==> src/rtl/m_store_queue_pkg.sv <==
// m_store_queue_pkg: size codes and lane-geometry helpers shared by the store unit
package m_store_queue_pkg;
  typedef enum logic [1:0] {SZ_B = 2'd0, SZ_H = 2'd1, SZ_W = 2'd2, SZ_D = 2'd3} sz_e;
  localparam int DATA_W_DEF = 32;
  localparam int NB = DATA_W_DEF / 8;
  localparam int OFF_W = $clog2(NB);
  function automatic int f_nb(int dw);
    return dw / 8;
  endfunction
  function automatic int f_off_w(int dw);
    return $clog2(dw / 8);
  endfunction
endpackage

==> src/rtl/m_store_lane.sv <==
// m_store_lane: turns size/offset/data into byte enables, lane-shifted data and a misalign flag
module m_store_lane import m_store_queue_pkg::*; #(
  parameter int DATA_W = 32,
  localparam int NB = f_nb(DATA_W),
  localparam int OFF_W = f_off_w(DATA_W)
) (
  input  logic [1:0]        size,
  input  logic [OFF_W-1:0]  off,
  input  logic [DATA_W-1:0] data,
  output logic [NB-1:0]     byteen,
  output logic [DATA_W-1:0] wdata,
  output logic              misaligned
);
  logic [3:0] w_s;
  assign w_s = 4'd1 << size;
  assign byteen = NB'((16'd1 << w_s) - 16'd1) << off;
  assign wdata = (data & DATA_W'((64'd1 << {w_s, 3'b000}) - 64'd1)) << {off, 3'b000};
  // a dword never fits a 32-bit lane group, whatever its offset
  assign misaligned = |(OFF_W'(w_s - 4'd1) & off) || (size == SZ_D && DATA_W == 32);
endmodule

==> src/rtl/m_store_queue.sv <==
// m_store_queue: store FIFO for the M stage with lane alignment, misalign trap and load-overlap detection
module m_store_queue import m_store_queue_pkg::*; #(
  parameter int DATA_W = 32,
  parameter int ADDR_W = 32,
  parameter int DEPTH = 4,
  localparam int NB = f_nb(DATA_W),
  localparam int OFF_W = f_off_w(DATA_W),
  localparam int PW = $clog2(DEPTH) + 1
) (
  input  logic              clk,
  input  logic              reset,
  input  logic              in_valid,
  output logic              in_ready,
  input  logic [1:0]        in_size,
  input  logic [ADDR_W-1:0] in_addr,
  input  logic [DATA_W-1:0] in_data,
  output logic              out_valid,
  input  logic              out_ready,
  output logic [ADDR_W-1:0] out_addr,
  output logic [NB-1:0]     out_byteen,
  output logic [DATA_W-1:0] out_wdata,
  input  logic              ld_valid,
  input  logic [ADDR_W-1:0] ld_addr,
  input  logic [NB-1:0]     ld_byteen,
  output logic              ld_conflict,
  output logic              exc_ades,
  output logic [ADDR_W-1:0] exc_addr,
  output logic [PW-1:0]     count
);
  logic [PW-1:0]     r_head, r_tail;
  logic [ADDR_W-1:0] r_addr [DEPTH];
  logic [NB-1:0]     r_be [DEPTH];
  logic [DATA_W-1:0] r_data [DEPTH];
  logic              r_exc;
  logic [ADDR_W-1:0] r_exc_addr;
  logic [NB-1:0]     w_be;
  logic [DATA_W-1:0] w_wd;
  logic              w_mis, w_acc, w_push, w_pop, w_hit;
  logic [PW-2:0]     w_hd;
  m_store_lane #(.DATA_W(DATA_W)) u_lane (
    .size(in_size), .off(in_addr[OFF_W-1:0]), .data(in_data),
    .byteen(w_be), .wdata(w_wd), .misaligned(w_mis)
  );
  assign count = r_tail - r_head;
  assign in_ready = count < PW'(DEPTH);
  assign out_valid = count != '0;
  assign w_acc = in_valid && in_ready;
  assign w_push = w_acc && !w_mis;
  assign w_pop = out_valid && out_ready;
  assign w_hd = r_head[PW-2:0];
  assign out_addr = out_valid ? r_addr[w_hd] : '0;
  assign out_byteen = out_valid ? r_be[w_hd] : '0;
  assign out_wdata = out_valid ? r_data[w_hd] : '0;
  assign exc_ades = r_exc;
  assign exc_addr = r_exc_addr;
  assign ld_conflict = ld_valid && w_hit;
  // walk the occupied window starting at head; the xor-shift compares line addresses
  always_comb begin
    w_hit = 1'b0;
    for (int i = 0; i < DEPTH; i++)
      if (PW'(i) < count && ((r_addr[w_hd + (PW-1)'(i)] ^ ld_addr) >> OFF_W) == '0 &&
          |(r_be[w_hd + (PW-1)'(i)] & ld_byteen))
        w_hit = 1'b1;
  end
  always_ff @(posedge clk) begin
    if (!reset) begin
      r_head <= '0;
      r_tail <= '0;
      r_exc <= 1'b0;
      r_exc_addr <= '0;
    end else begin
      if (w_push) r_tail <= r_tail + 1'b1;
      if (w_pop) r_head <= r_head + 1'b1;
      r_exc <= w_acc && w_mis;
      if (w_acc && w_mis) r_exc_addr <= in_addr;
    end
  end
  always_ff @(posedge clk) begin
    if (w_push) begin
      r_addr[r_tail[PW-2:0]] <= {in_addr[ADDR_W-1:OFF_W], {OFF_W{1'b0}}};
      r_be[r_tail[PW-2:0]] <= w_be;
      r_data[r_tail[PW-2:0]] <= w_wd;
    end
  end
endmodule

==> config.mk <==
export PLATFORM = sky130hd
export DESIGN_NAME = m_store_queue
export DESIGN_NICKNAME = d
export VERILOG_FILES = /design/src/rtl/m_store_queue_pkg.sv /design/src/rtl/m_store_lane.sv /design/src/rtl/m_store_queue.sv
export SDC_FILE = /design/constraint.sdc
export NUM_CORES = 1
export LEC_CHECK = 0
export BUFFER_PORTS_ARGS = -buffer_cell sky130_fd_sc_hd__buf_4
export CELL_PAD_IN_SITES_DETAIL_PLACEMENT = 2
export CELL_PAD_IN_SITES_GLOBAL_PLACEMENT = 2
export CORE_ASPECT_RATIO = 1.2
export CORE_UTILIZATION = 42
export CTS_CLUSTER_SIZE = 30
export DETAILED_ROUTE_END_ITERATION = 10
export GPL_ROUTABILITY_DRIVEN = 0
export PLACE_DENSITY = 0.93
export SETUP_SLACK_MARGIN = 0.3
export SLEW_MARGIN = 40
export SYNTH_ARGS = -nofsm -noshare
export SYNTH_HDL_FRONTEND = slang
export SYNTH_SLANG_ARGS = --single-unit
==> constraint.sdc <==
create_clock -name clk -period 4.7 [get_ports clk]
set_input_delay 1.175 -clock clk [delete_from_list [all_inputs] [get_ports clk]]
set_output_delay 1.175 -clock clk [all_outputs]
set_load 0.1 [all_outputs]
==> results.sh <==
export IMPL_multi_input_area_sq_um=7486
export IMPL_cts_hold_buf=0
export IMPL_io_pins=214
export IMPL_via_per_inst=6.662
export IMPL_leakage_nw=7.056
export IMPL_drv_cap=0
export IMPL_placementRows=79
export IMPL_reg2reg_to="r_addr[3][12]"
export IMPL_worstPathMaxFanout=12
export IMPL_grt_first_pass_wirelength_um=92600
export IMPL_worst_slew_pin_transition_ps=759.9
export IMPL_yosys_top_cells_area="edfxtp_1 (48%), mux4_2 (20%), dfxtp_1 (5.0%)"
export IMPL_clock_latency_ps=570
export IMPL_worstSetupEndpointType="output port"
export IMPL_seq_area_frac_synth_pct=53.17
export IMPL_finalSetupViolations=1
export IMPL_drc=0
export IMPL_nNetsFinal=1456
export IMPL_synth_edf_count=264
export IMPL_maxSlewViolCount=0
export IMPL_peakVddDrop_uv=738.9
export IMPL_rsz0062_at_grt="true"
export IMPL_cp_required_ps=3520
export IMPL_first_iter_violations=1285
export IMPL_initial_core_util_pct=42.57
export IMPL_ys_warn_count=0
export IMPL_powerDensity_nw_per_um2=760.4
export IMPL_max_slew_margin_pct=48.80
export IMPL_status="finished with violations"
export IMPL_firstDrtPassIters=6
export IMPL_seqCellArea_sq_um=8757
export IMPL_root_buffer="clkbuf_16"
export IMPL_overflow=0
export IMPL_ys_dominant_reg_cell="edfxtp_1"
export IMPL_max_freq_mhz=193.5
export IMPL_n_fill_cell=3480
export IMPL_cts_sinks=305
export IMPL_reg2reg_slack_ps=1090
export IMPL_die_y_um=218.8
export IMPL_skew_ps=40.75
export IMPL_worst_slack_ps=-468.7
export IMPL_critPathArrivalTime_ps=3990
export IMPL_finalCritPeriodShare_pct=110.0
export IMPL_hold_path_class="reg -> reg"
export IMPL_yosys_top_cells_count="edfxtp_1 (264), mux4_2 (149), nand2_1 (90)"
export IMPL_min_to="exc_addr[24]"
export IMPL_numCtsBuffers=34
export IMPL_instances_no_fill=1894
export IMPL_violations="negative setup slack"
export IMPL_coreArea_sq_um=38650
export IMPL_wire_per_inst_um=37.55
export IMPL_period_needed_ps=5169
export IMPL_reg2reg_depth=8
export IMPL_grt_pass1_vias=12940
export IMPL_syn2layout_area_growth_pct=23.50
export IMPL_portBuffers=209
export IMPL_die_w_um=182.7
export IMPL_grt_max_degree=50
export IMPL_grtUsageTotal_pct=32.31
export IMPL_criticalPathCategory="reg -> out"
export IMPL_avgSynthCellArea_sq_um=14.82
export IMPL_hold_start="exc_addr[24]"
export IMPL_clkTransAtPathRegs_ps=70
export IMPL_netlist_area_leader_share_pct=48.18
export IMPL_synth_top_cell_by_area="edfxtp_1"
export IMPL_cts_max_level=2
export IMPL_final_hold_violation_count=0
export IMPL_dp_hpwl_um=41060
export IMPL_ys_ff_latch=305
export IMPL_die_area_sq_um=39970
export IMPL_num_vias=12620
export IMPL_cts_tree="yes"
export IMPL_r2r_start="r_head[0]"
export IMPL_syn_inst=1110
export IMPL_hold_path_depth=2
export IMPL_layout_drive_gt1_share_pct=38.42
export IMPL_start_kind="register"
export IMPL_routed_wl_um=71110
export IMPL_ant_nets=0
export IMPL_antenna_found_initial=3
export IMPL_place_inst=1797
export IMPL_yosysMostFrequentCell="edfxtp_1"
export IMPL_netlist_area_sq_um=16450
export IMPL_synthArstFlopShare_pct=0
export IMPL_synth_cell_types=53
export IMPL_clockBufferDepth=3
export IMPL_power_mw=15.45
## where the power goes
group / leakage, nW / switching, mW / total, mW / internal, mW
clock network: 0.534 / 1.26 / 2.75 / 1.49
registers: 2.74 / 0.138 / 3.24 / 3.10
logic: 3.78 / 6.63 / 9.46 / 2.84
## worst max-delay path by stage
stage | start | to | slack [ps]
global placement | r_head[0] | ld_conflict | 370
detailed placement | r_head[0] | ld_conflict | 150
floorplan | in_size[1] | r_addr[3][0] | 310
finish | register | ld_conflict | -470
global route | register | ld_conflict | -430
CTS | r_head[0] | ld_conflict | -130
## registers in the layout, summed over array words and instances, names as in the netlist, named ones only
signal and count:
exc_addr 32, r_be 16, r_head 3, r_addr 120, exc_ades 1, r_tail 3, r_data 128
## what timing repair did
action / in CTS / in global routing
pin swaps: 5 / 12
setup buffers: 17 / 13
gates resized for setup: 22 / 32
endpoints found under the setup margin: 43 / 14
gates cloned: 1 / 1
## per-layer routing
layer / vias to the layer above / GRT usage (%) / part of all wire, %
met5: - / 0 / 0
met4: 0 / 13.84 / 5.7
met3: 258 / 5.095 / 8.2
met2: 987 / 57.48 / 51
met1: 6586 / 38.81 / 35
li1: 4786 / - / -
## layout by cell type (no fill, tap or decap), types with 4 or more instances in the layout
master	synthesis	routed
xnor2_2	0	4
ha_1	9	8
nand3_1	8	6
nand4_1	13	13
mux2_2	9	9
mux4_2	149	151
diode_2	0	4
buf_4	9	249
nor2_1	31	30
buf_12	0	10
a311oi_1	7	7
and3_1	11	11
a21boi_0	34	34
a221oi_1	4	4
nor3_1	6	5
and2_2	0	4
a21oi_1	30	30
edfxtp_1	264	264
clkinv_2	0	8
and2_1	86	82
clkbuf_1	40	7
inv_1	15	15
o22ai_1	11	11
dfxtp_1	41	38
clkbuf_8	0	4
nor4_1	19	5
clkbuf_16	0	36
nor4_2	0	11
buf_6	4	7
o21ai_0	9	9
xor2_1	69	67
nand2_1	90	90
mux2i_1	25	24
xnor2_1	49	44
## cell families (layout without fill, tap and decap cells)
logic type,count (synthesis),in the layout,share of synthesized area (%)
AOI/OAI and AO/OA,120,120,5.072
adders and majority gates,10,10,0.8061
and+or+nand+nor,272,272,8.403
muxes,188,188,23.33
xor gates and xnor gates,119,119,6.418
buffers and inverters,95,348,2.776
other,1,6,0.02279
DFF,305,305,53.17
## layout make-up
| class | instances | area share [%] |
|---|---|---|
| Sequential cell | 305 | 43.10 |
| Multi-Input combinational cell | 711 | 36.84 |
| Timing Repair Buffer | 272 | 11.21 |
| Clock buffer | 45 | 4.643 |
| Tap cell | 526 | 3.239 |
| Clock inverter | 16 | 0.6466 |
| Inverter | 15 | 0.2771 |
| Antenna cell | 4 | 0.04926 |
## critical path, cell delays in order (launching register included)
cell and delay [ps]:
dfxtp_2 670, buf_4 330, mux4_2 390, xnor2_1 340, nand4_1 260, nor4_1 660, and3_1 270, o41a_1 280
buf_12 210
## metrics by stage
| step | utilization (%) | hold WS (ps) | setup slack, ps | TNS, ps | instance area [sq um] |
|---|---|---|---|---|---|
| 2_1_floorplan | - | 490.5 | 308.3 | 0 | 16460 |
| 3_3_place_gp | 48.13 | 452.4 | 375.0 | 0 | 18600 |
| 3_5_place_dp | 48.13 | 463.5 | 147.6 | 0 | 18600 |
| 4_1_cts | 51.69 | 483.7 | -130.4 | -130.4 | 19980 |
| 5_1_grt | 52.57 | 511.4 | -425.8 | -425.8 | 20320 |
| 6_report | 52.58 | 476.8 | -468.7 | -468.7 | 20320 |
(Power assumes the default switching activity.)
